### src/rtl/int_ctrl_pkg.sv
// Shared definitions for the prioritised interrupt controller: controller state
// encodings and a helper that sizes channel-index fields.
package int_ctrl_pkg;

    typedef enum logic [1:0] {
        ST_READY   = 2'b00,
        ST_DRAIN   = 2'b01,
        ST_JAL     = 2'b10,
        ST_SERVICE = 2'b11
    } ctrl_state_e;

    // Width of a channel index; a single-channel build still needs one bit.
    function automatic int ch_width(input int n);
        return (n > 1) ? $clog2(n) : 1;
    endfunction

endpackage

### src/rtl/int_pri_enc.sv
// Fixed-priority channel selector: reports whether any unmasked channel is
// pending and the lowest index among them.
module int_pri_enc
    import int_ctrl_pkg::*;
#(
    parameter  int NUM_CH = 8,
    localparam int CH_W   = ch_width(NUM_CH)
) (
    input  logic [NUM_CH-1:0] pend,
    input  logic [NUM_CH-1:0] mask,
    output logic              valid,
    output logic [CH_W-1:0]   idx
);

    logic [NUM_CH-1:0] cand_s;

    // Scan from the top down so the lowest eligible index is the last written.
    always_comb begin
        cand_s = pend & ~mask;
        valid  = |cand_s;
        idx    = {CH_W{1'b0}};
        for (int i = NUM_CH - 1; i >= 0; i--) begin
            if (cand_s[i]) begin
                idx = CH_W'(i);
            end else begin
                idx = idx;
            end
        end
    end

endmodule

### src/rtl/int_ctrl_pri.sv
// Prioritised interrupt controller: collects per-channel requests, selects the
// lowest unmasked pending channel, drains the pipeline with NOPs, inserts a JAL
// and holds service until the ISR returns.
module int_ctrl_pri
    import int_ctrl_pkg::*;
#(
    parameter  int NUM_CH  = 8,
    parameter  int NUM_W   = 16,
    parameter  int NOP_CNT = 4,
    localparam int CH_W    = ch_width(NUM_CH)
) (
    input  logic                    clk,
    input  logic                    reset_b,
    input  logic                    halt,
    input  logic [NUM_CH-1:0]       int_req,
    input  logic [NUM_CH*NUM_W-1:0] int_num,
    input  logic [NUM_CH-1:0]       int_mask,
    input  logic                    nop_detect,
    input  logic                    int_done,
    output logic                    int_rdy,
    output logic                    idle,
    output logic                    jal_req,
    output logic                    int_srv_req,
    output logic [NUM_W-1:0]        int_srv_num,
    output logic [CH_W-1:0]         int_srv_ch,
    output logic [NUM_CH-1:0]       int_pend
);

    localparam logic [3:0] NOP_MAX = 4'(NOP_CNT);

    ctrl_state_e       state_r, state_s;
    logic [NUM_CH-1:0] pend_r, pend_s, clr_s;
    logic [NUM_W-1:0]  num_q_r [NUM_CH];
    logic [3:0]        nop_cnt_r, nop_cnt_s;
    logic [NUM_W-1:0]  srv_num_r;
    logic [CH_W-1:0]   srv_ch_r;
    logic              int_rdy_r, idle_r, jal_req_r, int_srv_req_r;
    logic              sel_valid_s;
    logic [CH_W-1:0]   sel_idx_s;
    logic              take_s;

    int_pri_enc #(
        .NUM_CH (NUM_CH)
    ) u_pri_enc (
        .pend  (pend_r),
        .mask  (int_mask),
        .valid (sel_valid_s),
        .idx   (sel_idx_s)
    );

    // Next-state and NOP-counter logic; halt freezes both.
    always_comb begin
        state_s   = state_r;
        nop_cnt_s = 4'd0;
        take_s    = 1'b0;
        if (halt) begin
            state_s   = state_r;
            nop_cnt_s = nop_cnt_r;
        end else begin
            case (state_r)
                ST_READY: begin
                    if (sel_valid_s) begin
                        state_s = ST_DRAIN;
                        take_s  = 1'b1;
                    end else begin
                        state_s = ST_READY;
                    end
                end
                ST_DRAIN: begin
                    if (nop_cnt_r == NOP_MAX) begin
                        state_s = ST_JAL;
                    end else begin
                        state_s   = ST_DRAIN;
                        nop_cnt_s = nop_cnt_r + {3'd0, nop_detect};
                    end
                end
                ST_JAL: begin
                    state_s = ST_SERVICE;
                end
                ST_SERVICE: begin
                    if (int_done) begin
                        state_s = ST_READY;
                    end else begin
                        state_s = ST_SERVICE;
                    end
                end
                default: begin
                    state_s = ST_READY;
                end
            endcase
        end
    end

    // Pending update: selection clears its bit, a new request on the same cycle wins.
    always_comb begin
        clr_s = {NUM_CH{1'b0}};
        if (take_s) begin
            clr_s[sel_idx_s] = 1'b1;
        end else begin
            clr_s = {NUM_CH{1'b0}};
        end
        pend_s = (pend_r & ~clr_s) | int_req;
    end

    // Control registers and decoded status outputs.
    always_ff @(posedge clk) begin
        if (!reset_b) begin
            state_r       <= ST_READY;
            pend_r        <= {NUM_CH{1'b0}};
            nop_cnt_r     <= 4'd0;
            srv_num_r     <= {NUM_W{1'b0}};
            srv_ch_r      <= {CH_W{1'b0}};
            int_rdy_r     <= 1'b1;
            idle_r        <= 1'b0;
            jal_req_r     <= 1'b0;
            int_srv_req_r <= 1'b0;
        end else begin
            state_r       <= state_s;
            pend_r        <= pend_s;
            nop_cnt_r     <= nop_cnt_s;
            if (take_s) begin
                srv_num_r <= num_q_r[sel_idx_s];
                srv_ch_r  <= sel_idx_s;
            end
            int_rdy_r     <= (state_s == ST_READY);
            idle_r        <= (state_s == ST_DRAIN);
            jal_req_r     <= (state_s == ST_JAL);
            int_srv_req_r <= (state_s != ST_READY);
        end
    end

    // Per-channel interrupt number capture; latches even while halted.
    always_ff @(posedge clk) begin
        if (!reset_b) begin
            for (int i = 0; i < NUM_CH; i++) begin
                num_q_r[i] <= {NUM_W{1'b0}};
            end
        end else begin
            for (int i = 0; i < NUM_CH; i++) begin
                if (int_req[i]) begin
                    num_q_r[i] <= int_num[i*NUM_W +: NUM_W];
                end
            end
        end
    end

    assign int_rdy     = int_rdy_r;
    assign idle        = idle_r;
    assign jal_req     = jal_req_r;
    assign int_srv_req = int_srv_req_r;
    assign int_srv_num = srv_num_r;
    assign int_srv_ch  = srv_ch_r;
    assign int_pend    = pend_r;

endmodule
### config.mk
export PLATFORM = sky130hd
export DESIGN_NAME = int_ctrl_pri
export DESIGN_NICKNAME = d
export VERILOG_FILES = /design/src/rtl/int_ctrl_pkg.sv /design/src/rtl/int_pri_enc.sv /design/src/rtl/int_ctrl_pri.sv
export SDC_FILE = /design/constraint.sdc
export NUM_CORES = 1
export LEC_CHECK = 0
export ABC_AREA = 1
export ABC_CLOCK_PERIOD_IN_PS = 1900
export CORE_ASPECT_RATIO = 1.5
export CORE_MARGIN = 5
export CORE_UTILIZATION = 45
export CTS_CLUSTER_DIAMETER = 120
export DETAILED_ROUTE_END_ITERATION = 8
export PLACE_DENSITY = 0.77
export SETUP_SLACK_MARGIN = 0.02
export SYNTH_ARGS = -nofsm -noshare
export SYNTH_HDL_FRONTEND = slang
export SYNTH_SLANG_ARGS = --single-unit
### constraint.sdc
create_clock -name clk -period 1.9 [get_ports clk]
set_input_delay 0.38 -clock clk [delete_from_list [all_inputs] [get_ports clk]]
set_output_delay 0.38 -clock clk [all_outputs]
set_load 0.005 [all_outputs]
==> Word-level counts from Yosys, hierarchy flattened <==
Memories as Yosys holds them, arrays and structs flattened. A register that Yosys moved wholly into a read port is not among the register bits.
Cells that the tools add are included.
{ "totals": {"reg_bits": 21, "ramBits": 128, "input_bits": 149, "out_inout_bits": 31, "word_cells": 91, "memories": 1} }
{ "memory_table": {"columns": ["name", "depth", "word_bits", "read_ports", "rd_ports_with_merged_regs", "write_ports", "line_no", "source"], "rows": [
  ["num_q_r", 8, 16, 1, 1, 8, "int_ctrl_pri.sv:33", "logic [NUM_W-1:0] num_q_r [NUM_CH];"]
]} }
{ "op_classes": {"add_sub_neg": 1, "magnitude_cmp": 2, "n_eq_ne": 6, "mux": 54, "n_bitwise": 13, "n_reduce_logical": 6} }
{ "op_table": {"columns": ["operator", "count"], "rows": [
  ["$mux 16", 8],
  ["$mux 1", 30],
  ["$mux 3", 8],
  ["$and 8x8->8", 2],
  ["$not 8->8", 2],
  ["$mux 4", 2],
  ["$mux 8", 1],
  ["$or 1x1->1", 8],
  ["$or 8x8->8", 1],
  ["$pmux 2 s4", 1],
  ["$reduce_or 8->1", 1],
  ["$eq 2x2->1 const B", 3],
  ["$mux 2", 3],
  ["$add 4x1->4", 1],
  ["$eq 2x1->1 const B", 2],
  ["$eq 4x3->1 const B", 1],
  ["$logic_not 2->1", 2],
  ["$lt 3x4->1 const B", 1],
  ["$demux 1 s3", 1],
  ["$ge 3x1->1 const B", 1],
  ["$reduce_bool 2->1", 1],
  ["$logic_and 1x1->1", 1],
  ["$logic_not 1->1", 1]
]} }

==> Depth between registers and ports, before layout <==
{ "depth": {"depth_word": 18, "ltp_mapped": 14} }

==> Hierarchy <==
Synthesis repeated with hierarchy kept, for this count alone.
{ "unflattened": {"hier_cells": 1000, "hier_area_um2": 8074.0} }
{ "by_module_without_submodules": {"columns": ["module", "instances", "cells_each", "area_per_inst_um2"], "rows": [
  ["int_ctrl_pri", 1, 968, 7935.1],
  ["int_pri_enc", 1, 32, 138.9]
]} }

==> Least setup slack after synthesis <==
Ideal clock, no wire load.
{ "synth_timing": {"kind": "input to register", "from": "input reset_b", "to": "memory num_q_r[6][0], enable pin", "setup_ns": 0.363, "arrival_ns": 1.517, "t_required_ns": 1.537, "path_slack_ns": 0.020, "path_stages": 4, "n_path_buf": 3, "cell_sequence": "clkbuf_1 > clkbuf_1 > clkbuf_1 > nand2_1"} }
{ "synth_rtl": {"columns": ["item", "line_no", "source"], "rows": [
  ["start: declaration", "int_ctrl_pri.sv:13", "input logic reset_b,"],
  ["end: declaration", "int_ctrl_pri.sv:33", null]
]} }

==> Worst setup path after layout <==
{ "layout_timing": {"from": "input int_mask[5]", "to": "register srv_num_r[10], in the netlist int_srv_num[10] (read register of num_q_r)"} }
{ "layout_via": {"elab_chain_len": 8, "word_cells_on_any_way": 12, "classes_between": "mux: 9; bitwise: 2; reduce/logical: 1"} }
{ "layout_rtl": {"columns": ["item", "line_no", "source"], "rows": [
  ["start: declaration", "int_ctrl_pri.sv:17", "input logic [NUM_CH-1:0] int_mask,"],
  ["$not 8->8 (*)", "int_pri_enc.sv:19", "cand_s = pend & ~mask;"],
  ["$and 8x8->8 (*)", "int_pri_enc.sv:19", null],
  ["$mux 3 (6 in a row)", "int_pri_enc.sv:23", "if (cand_s[i]) begin"],
  ["end: declaration", "int_ctrl_pri.sv:35", "logic [NUM_W-1:0] srv_num_r;"]
]} }
Mark *: on every way between the ends. The rest lies on a longest branch, timed or not.
A chain may end at the register's enable or synchronous reset.

==> run summary <==
The flow ran to the end, and the final reports show no timing, DRC or antenna violations. The number of rows created at floorplan came out at 58. The cell count after placement is 1286. At the worst endpoint, the arrival time is 2180 ps. Traced cell by cell, the critical path runs through clkdlybuf4s50_1 -> inv_1 -> nand2_1 -> nand2_2 -> nor2_1 -> nand2_2 -> nand4_4 -> buf_4 -> nor2_1 -> nand3_1 -> nor2_2 -> nor3_2. Setup repair after global routing could not meet its margin everywhere. The worst IR drop on VDD came out at 0.544 mV. The clock passes through at most 2 buffers. The routability-driven placement congestion ratio came out at 0.876.

The average cell area after synthesis came out at 8.70 sq um. The footprint of the multi-input gates came out at 2280 sq um. The first-pass GRT wire length came out at 32400 microns. The final count of hold timing violations is 0. The via count of the first global-routing pass is 6480.

The clock buffer count from CTS is 17. Entering global routing, the biggest net connects 25 pins. Summing all placed instances gives a cell area of 9970 sq um.

Summed over all cells, the static leakage comes to 4.94 nW. Clock-pin slew was measured on the worst setup and hold paths at 70 ps. The effective utilization at floorplan is 0.458. The number of remaining DRC errors is 0.

Input and output buffers added on the ports amount to 179. The gate count after technology mapping is 883. The clock reaches the later pin of the worst-skew pair after 420 ps. The total number of vias came out at 6504.

The achievable frequency is 0.533 GHz. Ranked by total cell area, the synthesized netlist is headed by edfxtp_1 (50%), nand2_1 (10%), dfxtp_1 (9.6%), inv_1 (8.8%), nor2_1 (6.9%). The actual slew at the worst max-slew pin is 546 ps. The library cell used most frequently in the layout, excluding fill and tap cells, is nand2_1. The number of warnings printed during yosys synthesis came out at 0. The filler cell count in the final layout is 1311.

The synthesized flop and latch total came out at 165. The path class of the tightest hold or removal check is in2reg. The relative area change from synthesis to final layout came out at 38.0%. The sequential share of the synthesized area came out at 0.597. The first detailed-routing pass ran for 5 iterations. The chip height is 170 microns. The mapped netlist covers 7680 sq um. The combined flip-flop and latch cell area came out at 4580 sq um. The total area inside the core boundary comes to 16800 sq um. The combined global-route utilization of all metal layers is 0.218. The post-synthesis net count came out at 1034.

The critical path's slowest cell is clkdlybuf4s50_1. The count of nets left with antenna violations once routing finished came out at 0. The violation count after the first detailed-routing iteration is 608. The per-cell routed wire length is 16.2 microns. For this design the top-level I/O count stands at 180. The layout cell share with drive strength beyond 1 is 0.114. The number of library cell types mapped by synthesis is 32.

The die covers 19800 sq um. The top fanout value on the critical path came out at 12. The number of antenna violations at the first check in global routing was 0.

The net count of the finished layout is 1246. In the layout the commonest cells are nand2_1 (204), inv_1 (181), clkdlybuf4s50_1 (178). The power per cell area is 887 nW/um^2. The setup path with the least slack is of type in2reg. The type of element launching the critical path is an input port.

The fraction of the cycle the final worst path needs came out at 0.988. The root cell of the clock tree is clkbuf_16. The number of sinks driven by the clock tree came out at 165.

The cell type contributing the most total cell area after synthesis is edfxtp_1. Across the routed clock network, the largest skew measured is 8.41 ps. TritonCTS built the clock tree. The x dimension of the die is 117 microns. STA classifies the critical path endpoint as a flip-flop. Once layout is complete, the utilization of the core stands at 0.632. The post-detailed-route via-to-cell ratio came out at 4.93. The final non-filler cell total came out at 1318. Measured against its own limit, the worst slew margin works out to 0.635. The number of diodes added for antenna fixing is 0. The final max-slew violation count came out at 0. The total setup violations reported at the end of the flow is 0. The total buffers and inverters traversed by the critical path came out at 3. The data required time of the worst path came out at 2200 ps. Broken down by cell family, the worst path's largest delay share belongs to simple AND/OR/NAND/NOR gates. The largest single stage delay on the critical path is 400 ps. The share of Yosys cell area claimed by the top area cell type came out at 0.500. Detailed placement finished with a half-perimeter wire length of 16600 microns. The total of max-cap violations is 0. The finished cells cover 10600 sq um. The final global-route overflow total is 0. The worst path in the final design needs a cycle of 1880 ps, including I/O delays and setup. The total routed wirelength came out at 21400 microns. CTS built an H-tree with a depth of 4.
-- cells in the mapped netlist (all sizes together) --
master  count
or2         6
buf        16
xor2        1
dfxtp      37
o211a       1
clkbuf     17
a211oi      1
o21ai      20
edfxtp    128
o211ai      4
nand4      13
nor3       10
a21oi      16
ha          2
nand3      62
nor4        1
inv       185
a21boi      1
nand2     215
nor2      147
-- layout make-up --
cell class | instances | area share
timing repair buffer | 226 | 0.207
clock buffer | 18 | 0.0405
inverter | 185 | 0.0655
multi-input combinational | 500 | 0.216
tap | 210 | 0.0248
sequential | 165 | 0.432
clock inverter | 14 | 0.0143
-- worst min-delay path, stage by stage --
cell,delay (ps)
buf_2,190
nand2_1,90
inv_1,40
-- registers in the layout (all words and copies together), names as in the netlist --
signal       cells
jal_req          1
state_r          2
int_rdy          1
int_srv_req      1
int_pend         8
int_srv_ch       3
idle             1
int_srv_num     16
num_q_r        128
nop_cnt_r        4
-- power by group --
part	leakage, nW	total [W]	switching (W)	internal, W
combinational	2.99	0.00164	0.000862	0.000780
sequential	1.68	0.00436	0.000141	0.00422
clock	0.282	0.00340	0.00145	0.00195
-- through the flow --
stage	setup slack, ps	power [W]	hold WS (ps)	setup TNS (ps)
after floorplan	19.5	0.00514	461	0
after global placement	-370	0.00600	463	-6230
after detailed placement	-404	0.00603	470	-7450
after CTS	35.9	0.00937	430	0
after global routing	-16.1	0.00974	459	-28.3
final	23.0	0.00941	447	0
-- path summary, 6_finish.rpt --
| path | from | end | slack (ps) | cells past startpoint |
|---|---|---|---|---|
| max | int_mask[5] | int_srv_num[10] | 20 | 12 |
| min | reset_b | num_q_r[7][11] | 450 | 3 |
| max reg2reg | int_pend[1] | int_srv_num[10] | 70 | 10 |
| min reg2reg | int_srv_num[3] | int_srv_num[3] | 480 | 2 |
-- timing repair --
| item | CTS | global route |
|---|---|---|
| hold buffers | 0 | 0 |
| gates resized for setup | 0 | 15 |
| setup endpoints to repair | 0 | 8 |
| setup buffers | 0 | 0 |
-- logic make-up after synthesis --
group,share of synthesized area
AOI/OAI and AO/OA,0.0316
and+or+nand+nor,0.256
DFF,0.597
adders and majority gates,0.00326
buffers and inverters,0.112
xor gates and xnor gates,0.00114
-- routing by layer --
layer / global-route usage / vias up / part of all wire
met3: 0.0370 / 51 / 0.076
met2: 0.379 / 307 / 0.52
met5: 0 / - / 0
met4: 0.101 / 0 / 0.041
li1: - / 3157 / -
met1: 0.258 / 2989 / 0.36
No activity file was read; power rests on OpenSTA's default activity.
